===== src/rtl/hpdcache_pkg.sv =====
// rtl/hpdcache_pkg.sv - HPDcache request/response types seen by the prefetch arbiter
package hpdcache_pkg;
    localparam int unsigned HPDCACHE_REQ_TRANS_ID_WIDTH = 4;

    typedef logic [HPDCACHE_REQ_TRANS_ID_WIDTH-1:0] hpdcache_req_tid_t;

    typedef struct packed {
        logic [31:0]       addr;
        logic [31:0]       wdata;
        logic [3:0]        be;
        logic [2:0]        op;
        logic [2:0]        size;
        logic              need_rsp;
        logic [2:0]        sid;
        hpdcache_req_tid_t tid;
    } hpdcache_req_t;

    typedef struct packed {
        logic [31:0]       rdata;
        logic [2:0]        sid;
        hpdcache_req_tid_t tid;
        logic              error;
    } hpdcache_rsp_t;
endpackage


===== src/rtl/hwpf_stride_pkg.sv =====
// rtl/hwpf_stride_pkg.sv - shared constants and engine index type for the stride prefetcher
package hwpf_stride_pkg;
    localparam int unsigned HWPF_STRIDE_MAX_ENGINES = 2 ** hpdcache_pkg::HPDCACHE_REQ_TRANS_ID_WIDTH;

    typedef logic [hpdcache_pkg::HPDCACHE_REQ_TRANS_ID_WIDTH-1:0] hwpf_stride_engine_id_t;
endpackage


===== src/rtl/hwpf_stride_rrarb.sv =====
// rtl/hwpf_stride_rrarb.sv - round-robin arbiter, pointer advances past each winner
module hwpf_stride_rrarb #(
    parameter int unsigned N = 4
) (
    input  logic         clk_i,
    input  logic         rst_ni,
    input  logic [N-1:0] req,
    input  logic         en,
    output logic [N-1:0] gnt
);
    localparam int unsigned PW = (N > 1) ? $clog2(N) : 1;

    logic [PW-1:0] ptr_q;
    logic [PW-1:0] win;
    logic [PW:0]   idx;
    logic          found;

    // Scan from the pointer upward, wrapping, and take the first requester.
    always_comb begin
        gnt   = '0;
        win   = '0;
        idx   = '0;
        found = 1'b0;
        for (int k = 0; k < N; k++) begin
            idx = {1'b0, ptr_q} + (PW+1)'(k);
            if (idx >= (PW+1)'(N)) idx = idx - (PW+1)'(N);
            if (!found && req[idx[PW-1:0]]) begin
                found = 1'b1;
                win   = idx[PW-1:0];
            end
        end
        if (en && found) gnt[win] = 1'b1;
    end

    always_ff @(posedge clk_i or negedge rst_ni) begin
        if (!rst_ni) begin
            ptr_q <= '0;
        end else if (en && found) begin
            ptr_q <= (win == PW'(N - 1)) ? '0 : win + 1'b1;
        end
    end
endmodule


===== src/rtl/hwpf_stride_arb.sv =====
// rtl/hwpf_stride_arb.sv - merges stride engine requests onto one HPDcache port and demuxes responses
module hwpf_stride_arb
    import hpdcache_pkg::*;
    import hwpf_stride_pkg::*;
#(
    parameter int unsigned NUM_HW_PREFETCH = 4
) (
    input  logic                       clk_i,
    input  logic                       rst_ni,
    input  logic [NUM_HW_PREFETCH-1:0] hwpf_req_valid_i,
    output logic [NUM_HW_PREFETCH-1:0] hwpf_req_ready_o,
    input  hpdcache_req_t              hwpf_req_i [NUM_HW_PREFETCH],
    output logic [NUM_HW_PREFETCH-1:0] hwpf_rsp_valid_o,
    output hpdcache_rsp_t              hwpf_rsp_o,
    output logic                       hpdcache_req_valid_o,
    input  logic                       hpdcache_req_ready_i,
    output hpdcache_req_t              hpdcache_req_o,
    input  logic                       hpdcache_rsp_valid_i,
    input  hpdcache_rsp_t              hpdcache_rsp_i
);
    if (NUM_HW_PREFETCH < 1 || NUM_HW_PREFETCH > HWPF_STRIDE_MAX_ENGINES) begin : g_bad_cfg
        $error("hwpf_stride_arb: NUM_HW_PREFETCH must fit in the request tid");
    end

    logic                       buf_valid_q;
    hpdcache_req_t              buf_q;
    hpdcache_req_t              req_sel;
    logic [NUM_HW_PREFETCH-1:0] gnt;
    logic                       free;

    // A grant may only be issued when the buffer empties this cycle or is already empty.
    assign free = !buf_valid_q || hpdcache_req_ready_i;

    hwpf_stride_rrarb #(.N(NUM_HW_PREFETCH)) u_rrarb (
        .clk_i  (clk_i),
        .rst_ni (rst_ni),
        .req    (hwpf_req_valid_i),
        .en     (free),
        .gnt    (gnt)
    );

    assign hwpf_req_ready_o = gnt;

    // The engine index replaces the tid so the response can find its way back.
    always_comb begin
        req_sel = '0;
        for (int i = 0; i < NUM_HW_PREFETCH; i++) begin
            if (gnt[i]) begin
                req_sel     = hwpf_req_i[i];
                req_sel.tid = hwpf_stride_engine_id_t'(i);
            end
        end
    end

    always_ff @(posedge clk_i or negedge rst_ni) begin
        if (!rst_ni) begin
            buf_valid_q <= 1'b0;
            buf_q       <= '0;
        end else if (|gnt) begin
            buf_valid_q <= 1'b1;
            buf_q       <= req_sel;
        end else if (hpdcache_req_ready_i) begin
            buf_valid_q <= 1'b0;
        end
    end

    assign hpdcache_req_valid_o = buf_valid_q;
    assign hpdcache_req_o       = buf_q;

    // Out-of-range tids match no engine and are dropped.
    assign hwpf_rsp_o = hpdcache_rsp_i;
    always_comb begin
        hwpf_rsp_valid_o = '0;
        for (int i = 0; i < NUM_HW_PREFETCH; i++) begin
            hwpf_rsp_valid_o[i] = hpdcache_rsp_valid_i &&
                                  (hpdcache_rsp_i.tid == hwpf_stride_engine_id_t'(i));
        end
    end
endmodule


===== config.mk =====
export PLATFORM = sky130hd
export DESIGN_NAME = hwpf_stride_arb
export DESIGN_NICKNAME = d
export VERILOG_FILES = /design/src/rtl/hpdcache_pkg.sv /design/src/rtl/hwpf_stride_pkg.sv /design/src/rtl/hwpf_stride_rrarb.sv /design/src/rtl/hwpf_stride_arb.sv
export SDC_FILE = /design/constraint.sdc
export NUM_CORES = 1
export LEC_CHECK = 0
export CAP_MARGIN = 0
export CORE_AREA = 5 5 193 195
export DETAILED_ROUTE_END_ITERATION = 8
export DIE_AREA = 0 0 198 200
export DONT_BUFFER_PORTS = 1
export PLACE_DENSITY = 0.3
export SLEW_MARGIN = 5
export SYNTH_ARGS = -nofsm -noshare
export SYNTH_HDL_FRONTEND = slang
export SYNTH_HIERARCHICAL = 1
export SYNTH_SLANG_ARGS = --single-unit

===== constraint.sdc =====
create_clock -name clk_i -period 3.35 [get_ports clk_i]
set_clock_uncertainty 0.05 [all_clocks]
set_input_delay 0.8375 -clock clk_i [delete_from_list [all_inputs] [get_ports clk_i]]
set_output_delay 0.8375 -clock clk_i [all_outputs]
set_load 0.005 [all_outputs]

**After elaboration in Yosys (flattened, before gate mapping)**

Index checks and enable logic that the tools add are counted.
W data, S select, Z words.

- Word-level logic and storage cells: 79
- Output and inout port bits: 131
- Input bits: 376
- Register bits: 85

- Eq/ne operators: 4
- Reduce and logical (&&, ||, !) cells: 17
- Magnitude comparators: 10
- Multiplexer cells: 30
- Add/subtract/negate cells: 8

Operators with widths:

| cell | number |
|---|---|
| $mux W82 | 4 |
| $mux W2 | 9 |
| $lt A2 B3 Y1 const B | 5 |
| $mux W1 | 11 |
| $ge A3 B3 Y1 const B | 3 |
| $logic_and A1 B1 Y1 | 9 |
| $bmux W1 S2 | 4 |
| $eq A4 B2 Y1 const B | 2 |
| $sub A2 B1 Y2 const B | 4 |
| $add A2 B2 Y3 const B | 2 |
| $eq A4 B1 Y1 const B | 1 |
| $logic_not A1 Y1 | 4 |
| $logic_not A4 Y1 | 1 |
| $mux W4 | 1 |
| $reduce_or A4 Y1 | 1 |
| $add A2 B1 Y3 const B | 1 |
| $ge A2 B3 Y1 const B | 1 |
| $add A2 B1 Y2 const B | 1 |
| $demux W1 S2 | 1 |
| $eq A2 B2 Y1 const B | 1 |
| $ge A2 B1 Y1 const B | 1 |
| $reduce_bool A2 Y1 | 1 |
| $logic_or A1 B1 Y1 | 1 |

**Depth between registers and ports, before layout**

Gate-level depths: netlist (run 1).

- Word-level depth: 23
- Mapped depth: 12
- Gate-level depth less buffers: 8

**Hierarchy**

Netlist (run 1), hierarchy kept.

Modules (own cells, without submodules):

| module | times used | area an instance (sq um) | cells an instance | seq. area each (sq um) |
|---|---|---|---|---|
| hwpf_stride_arb | 1 | 5,499.0 | 602 | 2,026.9 |
| hwpf_stride_rrarb | 1 | 251.5 | 27 | 50.0 |

**Worst setup path before layout (run 1)**

OpenSTA, ideal clock, no wires.

- Kind: in2reg
- Start: in hwpf_req_valid_i[1]
- End: reg buf_q (netlist bit hpdcache_req_o[63])
- Buffers on the path: 3
- Arrival: 2,856 ps
- Data required time: 3,235 ps
- Slack: 379 ps
- Stages on the path: 11
- Library setup time: 65 ps
- Cells stage by stage: a21bo_1 > a221oi_2 > inv_1 > ha_1 > and2_1 > buf_2 > nor4b_4 > buf_4 > buf_4 > a221o_1 > o22a_1

- Elaborated cells between the ends (all ways): 34
- Classes of those cells: 2 x order compare; 23 x mux; 9 x reduce/logical

RTL lines:

| item | line | source |
|---|---|---|
| start, declared | hwpf_stride_arb.sv:10 | `input logic [NUM_HW_PREFETCH-1:0] hwpf_req_valid_i,` |
| $bmux W1 S2 | hwpf_stride_rrarb.sv:27 | `if (!found && req[idx[PW-1:0]]) begin` |
| $mux W1 (implied by the code) | hwpf_stride_rrarb.sv:27 |  |
| $mux W1 | hwpf_stride_rrarb.sv:27 |  |
| $logic_not A1 Y1 | hwpf_stride_rrarb.sv:27 |  |
| $logic_and A1 B1 Y1 | hwpf_stride_rrarb.sv:27 |  |
| $mux W1 | hwpf_stride_rrarb.sv:27 |  |
| $logic_not A1 Y1 | hwpf_stride_rrarb.sv:27 |  |
| $logic_and A1 B1 Y1 | hwpf_stride_rrarb.sv:27 |  |
| (+3 left out) | -- |  |
| $mux W2 | hwpf_stride_rrarb.sv:27 |  |
| $lt A2 B3 Y1 (implied by the code) / $ge A2 B1 Y1 (equally long branches) | hwpf_stride_rrarb.sv:32 | `if (en && found) gnt[win] = 1'b1;` |
| $logic_and A1 B1 Y1 (implied by the code) | hwpf_stride_rrarb.sv:32 |  |
| $mux W1 (implied by the code) | hwpf_stride_rrarb.sv:32 |  |
| $demux W1 S2 | -- |  |
| $mux W4 (*) | hwpf_stride_rrarb.sv:32 |  |
| via hwpf_req_ready_o[2] | hwpf_stride_arb.sv:11 | `output logic [NUM_HW_PREFETCH-1:0] hwpf_req_ready_o,` |
| $mux W82 (2 in series) | hwpf_stride_arb.sv:48 | `if (gnt[i]) begin` |
| end signal, assigned | hwpf_stride_arb.sv:61 | `buf_q <= req_sel;` |
| end, declared | hwpf_stride_arb.sv:26 | `hpdcache_req_t buf_q;` |

Mark *: on every way through the listed nets, which the timed path passes. The rest lies on a longest branch. The select of a mux whose other input is x is not followed.
A chain may end at the register's enable or synchronous reset.

**Worst setup path after layout (run 1)**

- Start: reg u_rrarb.ptr_q[1]
- End: out hwpf_req_ready_o[2]

- Longest elaborated chain between the ends: 19
- Elaborated cells between the ends (all ways): 44
- Classes of those cells: 7 x add/sub; 6 x order compare; 23 x mux; 8 x reduce/logical

Ends and longest elaborated chain:

| item | line | source |
|---|---|---|
| start, declared | hwpf_stride_rrarb.sv:13 | `logic [PW-1:0] ptr_q;` |
| start signal, assigned | hwpf_stride_rrarb.sv:39 | `ptr_q <= (win == PW'(N - 1)) ? '0 : win + 1'b1;` |
| branches (longest 18 deep; another with $add A2 B1 Y3) | -- |  |
| $mux W4 (*) | hwpf_stride_rrarb.sv:32 |  |
| end, declared | hwpf_stride_arb.sv:11 |  |

Mark *: on every way between the ends. The select of a mux whose other input is x is not followed.

==> impl_table.tex, run 1 <==
\begin{tabular}{lr}
\hline
Metric & Value \\
\hline
\multicolumn{2}{l}{\textbf{Status}} \\
\quad Run status & completed \\
\multicolumn{2}{l}{\textbf{Worst setup path}} \\
\quad Depth of the worst register-to-register path & 9 \\
\quad Launching element type of the critical path & flip-flop \\
\quad Startpoint of the worst register-to-register path & u\_rrarb/ptr\_q[1]\$\_DFFE\_PN0P\_ \\
\quad CP Capture Type & output pin \\
\quad Slowest cell on crit path & sky130\_fd\_sc\_hd\_\_dfrtp\_1 \\
\quad Endpoint of the lowest-slack register-to-register path & hpdcache\_req\_o[69]\$\_DFFE\_PN0P\_ \\
\quad Critical path peak fanout & 81 \\
\quad Worst Setup Path Type & reg2out \\
\quad CP peak stage delay & 450 ps \\
\quad Worst setup slack for register-to-register paths & 610 ps \\
\quad Cells along the critical path & a21bo\_1 -> a221oi\_2 -> inv\_1 -> ha\_1 -> and2\_4 -> buf\_12 \\
\quad CP arrival & 1990 ps \\
\quad Required time at the worst-slack endpoint & 2460 ps \\
\multicolumn{2}{l}{\textbf{Detailed routing}} \\
\quad Number of vias in the routed layout & 4907 \\
\quad DRC viols & 0 \\
\quad Sum of routed wire length over all layers & 21500 um \\
\quad Post-detailed-route via-to-cell ratio & 4.87 \\
\quad Antenna-violating nets left & 0 \\
\quad DR iter-0 viols & 202 \\
\quad Wire length per cell after detailed routing & 21.3 um \\
\quad Highest signal layer in the routed design & met4 \\
\quad Length of routed met2 wiring & 11000 um \\
\quad WL met3 & 2090 um \\
\quad Detailed-routing iteration count for the pre-antenna-repair pass & 4 \\
\quad Metal1 wirelength & 7950 um \\
\multicolumn{2}{l}{\textbf{Timing}} \\
\quad Final worst slack & 469 ps \\
\quad Headroom to the max-slew limit & 56.9\% \\
\quad Slew Viols, Final & 0 \\
\quad Pin slew with the least headroom to its limit & 646 ps \\
\quad Post-layout min period & 2880 ps \\
\quad Worst hold slack across all endpoints & 122 ps \\
\quad Count of final setup violators & 0 \\
\quad Share of the clock period used by the worst path & 86.0\% \\
\quad Setup\_tns & 0 ps \\
\quad Hold violation count in the final report & 0 \\
\quad Setup repair after global routing missed its margin & false \\
\quad Achievable Freq & 0.347 GHz \\
\multicolumn{2}{l}{\textbf{Power and ir drop}} \\
\quad Leakage & 0.00224 uW \\
\quad PwrDens & 1080 nW/um\^{}2 \\
\quad Largest voltage drop on the vdd net & 0.850 mV \\
\quad Power Total & 6760 uW \\
\multicolumn{2}{l}{\textbf{Clock tree}} \\
\quad Register clock-pin slew on the reported worst setup and hold paths & 60 ps \\
\quad TritonCTS clock tree & yes \\
\quad Total CTS buffers & 9 \\
\quad Clock latency reported for the late side of the worst-skew pair & 350 ps \\
\quad Number of levels in the clock H-tree & 3 \\
\quad CTS Sinks & 83 \\
\quad Setup repair bufs after CTS & 0 \\
\quad Number of resized instances in the post-cts repair step & 0 \\
\quad Post-cts hold buffer count & 0 \\
\quad Number of buffers on the longest clock path & 2 \\
\quad CTS root buf & sky130\_fd\_sc\_hd\_\_clkbuf\_16 \\
\multicolumn{2}{l}{\textbf{Floorplan}} \\
\quad Boundary Pins & 507 \\
\quad Die Span X & 198 um \\
\quad Die area & 39600 sq um \\
\quad Core ar. & 35200 sq um \\
\quad Row cnt & 69 \\
\quad Initial Util & 16.3\% \\
\quad DIE HEIGHT & 200 um \\
\multicolumn{2}{l}{\textbf{Global route}} \\
\quad Grt total ovfl & 0 \\
\quad Number of antenna violations at the first check in global routing & 0 \\
\quad Via count of the first global-routing pass & 5149 \\
\quad Largest net degree at the start of global routing & 88 \\
\quad Global-route wire length before repair & 30100 um \\
\quad Total global routing track utilization & 9.79\% \\
\multicolumn{2}{l}{\textbf{Yosys}} \\
\quad Dominant cells by area after synthesis & sky130\_fd\_sc\_hd\_\_dfrtp\_1 (36\%), sky130\_fd\_sc\_hd\_\_a221o\_1 (14\%), sky130\_fd\_sc\_hd\_\_o22a\_1 (12\%) \\
\quad Post-synthesis instance area & 5750 sq um \\
\quad Mean post-synth cell area & 9.14 sq um \\
\quad Syn Inst Count & 629 \\
\quad Library cell occupying the most area in the post-synthesis netlist & sky130\_fd\_sc\_hd\_\_dfrtp\_1 \\
\quad Top cell type's share of synthesized area & 36.1\% \\
\quad Flop and latch count out of synthesis & 83 \\
\quad Top cells by instance count after synthesis & sky130\_fd\_sc\_hd\_\_nand2\_1 (84), sky130\_fd\_sc\_hd\_\_dfrtp\_1 (83), sky130\_fd\_sc\_hd\_\_a21oi\_1 (82), sky130\_fd\_sc\_hd\_\_o22a\_1 (79) \\
\quad Unique cell type count in the Yosys netlist & 29 \\
\quad Ys Warns & 6 \\
\quad Number of synthesized flops with an enable pin & 0 \\
\quad Main synth FF type & sky130\_fd\_sc\_hd\_\_dfrtp\_1 \\
\quad Most repeated cell in the gate-level netlist after synthesis & sky130\_fd\_sc\_hd\_\_nand2\_1 \\
\quad Share of the yosys chip area belonging to registers & 36.1\% \\
\quad Proportion of synthesized flip-flops having asynchronous set or reset & 100\% \\
\multicolumn{2}{l}{\textbf{Placed design}} \\
\quad Routability Congestion & 0.846 \\
\quad \# placed instances & 991 \\
\quad Count of input and output buffers & 0 \\
\quad DP Wirelength & 16400 um \\
\quad Minimum setup slack after placement & 226 ps \\
\multicolumn{2}{l}{\textbf{Worst hold path}} \\
\quad Min-delay worst type & in2async \\
\multicolumn{2}{l}{\textbf{Job}} \\
\quad Number of maximum-capacitance constraint violations & 0 \\
\multicolumn{2}{l}{\textbf{Layout}} \\
\quad Final antenna diode count & 0 \\
\quad Number of standard cells in the layout, taps in and fillers out & 1007 \\
\quad Total number of nets in the final design & 921 \\
\quad Signed area change from the synthesized netlist to the final layout & 8.81\% \\
\quad Share of final-layout standard cells stronger than drive strength 1 & 6.04\% \\
\hline
\end{tabular}
[layer usage]
metal / vias up / GRT usage, %
met2: 306 / 17.6
li1: 2181 / -
met1: 2390 / 10.4
met3: 30 / 3.94
met4: 0 / 3.42
met5: - / 0
[critical path, delay by kind of cell, from the launching register on]
kind,cells,cell delay (ps)
AOI/OAI and AO/OA,2,520
adders and majority gates,1,200
buffers and inverters,2,280
and+or+nand+nor,1,170
DFF,1,450
[sequential cells by signal (all words and copies together) (netlist names)]
signal	flops
hpdcache_req_o	80
u_rrarb/ptr_q	2
hpdcache_req_valid_o	1
[logic make-up (layout without fill, tap and decap cells)]
group,Yosys count,after routing,synth area share [%]
adders and majority gates,4,4,0.870
buffers and inverters,116,32,10.9
AOI/OAI and AO/OA,245,245,33.7
other,1,2,0.0652
DFF,83,83,36.1
muxes,2,2,0.435
and+or+nand+nor,178,178,17.8
[how the worst max path moves through the flow]
stage / depth (start not counted) / start / endpoint
global placement: 9 / hwpf_req_valid_i[1] / hpdcache_req_o[69]$_DFFE_PN0P_
floorplan: 11 / hwpf_req_valid_i[1] / hpdcache_req_o[63]$_DFFE_PN0P_
CTS: 6 / u_rrarb/ptr_q[1]$_DFFE_PN0P_ / hwpf_req_ready_o[2]
finish: 6 / u_rrarb/ptr_q[1]$_DFFE_PN0P_ / hwpf_req_ready_o[2]
detailed placement: 9 / hwpf_req_valid_i[1] / hpdcache_req_o[22]$_DFFE_PN0P_
global route: 6 / u_rrarb/ptr_q[1]$_DFFE_PN0P_ / hwpf_req_ready_o[2]
[placed cells by master, fill, tap and decap left out]
cell type	synthesis	final
sky130_fd_sc_hd__and2_1	4	1
sky130_fd_sc_hd__buf_12	0	8
sky130_fd_sc_hd__conb_1	1	2
sky130_fd_sc_hd__dfrtp_1	83	83
sky130_fd_sc_hd__buf_4	45	4
sky130_fd_sc_hd__mux2_4	1	1
sky130_fd_sc_hd__and3_1	1	1
sky130_fd_sc_hd__bufinv_16	0	3
sky130_fd_sc_hd__mux2i_1	1	1
sky130_fd_sc_hd__o21a_1	1	1
sky130_fd_sc_hd__a21bo_1	1	1
sky130_fd_sc_hd__inv_1	4	4
sky130_fd_sc_hd__clkbuf_1	44	3
sky130_fd_sc_hd__ha_1	4	4
sky130_fd_sc_hd__o22ai_1	1	1
sky130_fd_sc_hd__nand2_1	84	83
sky130_fd_sc_hd__nor4b_4	1	1
sky130_fd_sc_hd__and2_4	0	3
sky130_fd_sc_hd__a221oi_2	1	1
sky130_fd_sc_hd__nand2_4	0	1
sky130_fd_sc_hd__o41a_1	1	1
sky130_fd_sc_hd__clkbuf_16	0	9
sky130_fd_sc_hd__nand3b_1	78	78
sky130_fd_sc_hd__nor2_1	5	5
sky130_fd_sc_hd__o21bai_1	1	1
sky130_fd_sc_hd__clkinv_4	0	1
sky130_fd_sc_hd__a221o_1	78	78
sky130_fd_sc_hd__nor3b_1	3	3
sky130_fd_sc_hd__nand2b_1	1	1
sky130_fd_sc_hd__a21oi_1	82	82
sky130_fd_sc_hd__o22a_1	79	79
sky130_fd_sc_hd__nor4_4	1	1
[through the flow]
step / instance area [sq um] / util, %
after floorplan: 5750 / -
after global placement: 5920 / 16.8
after detailed placement: 5920 / 16.8
after CTS: 6260 / 17.8
after global routing: 6260 / 17.8
final: 6260 / 17.8
[area by class of cell]
type                       count  area (sq um)
fill                        3975         29000
clock inverter                 4          98.8
inverter                       4          15.0
clock buffer                  12           236
sequential                    83          2080
tap                          461           577
timing repair buffer          12           190
multi-input combinational    431          3060
[report_power, final]
group	total, uW	internal (uW)	switching, uW
Combinational	3520	1690	1830
Clock	1170	732	438
Sequential	2070	1570	502
Total	6760	3990	2770
Power figures use the tool's default switching activity.
==> run 2: changes to the inputs <==
--- a/config.mk
+++ b/config.mk
@@ -11,7 +11,7 @@
 export DIE_AREA = 0 0 198 200
 export DONT_BUFFER_PORTS = 1
 export PLACE_DENSITY = 0.3
-export SLEW_MARGIN = 5
+export SLEW_MARGIN = 20
 export SYNTH_ARGS = -nofsm -noshare
 export SYNTH_HDL_FRONTEND = slang
 export SYNTH_HIERARCHICAL = 1
==> results of run 2 <==
Same layout as run 1: the final DEF is identical, and so are final timing and power.
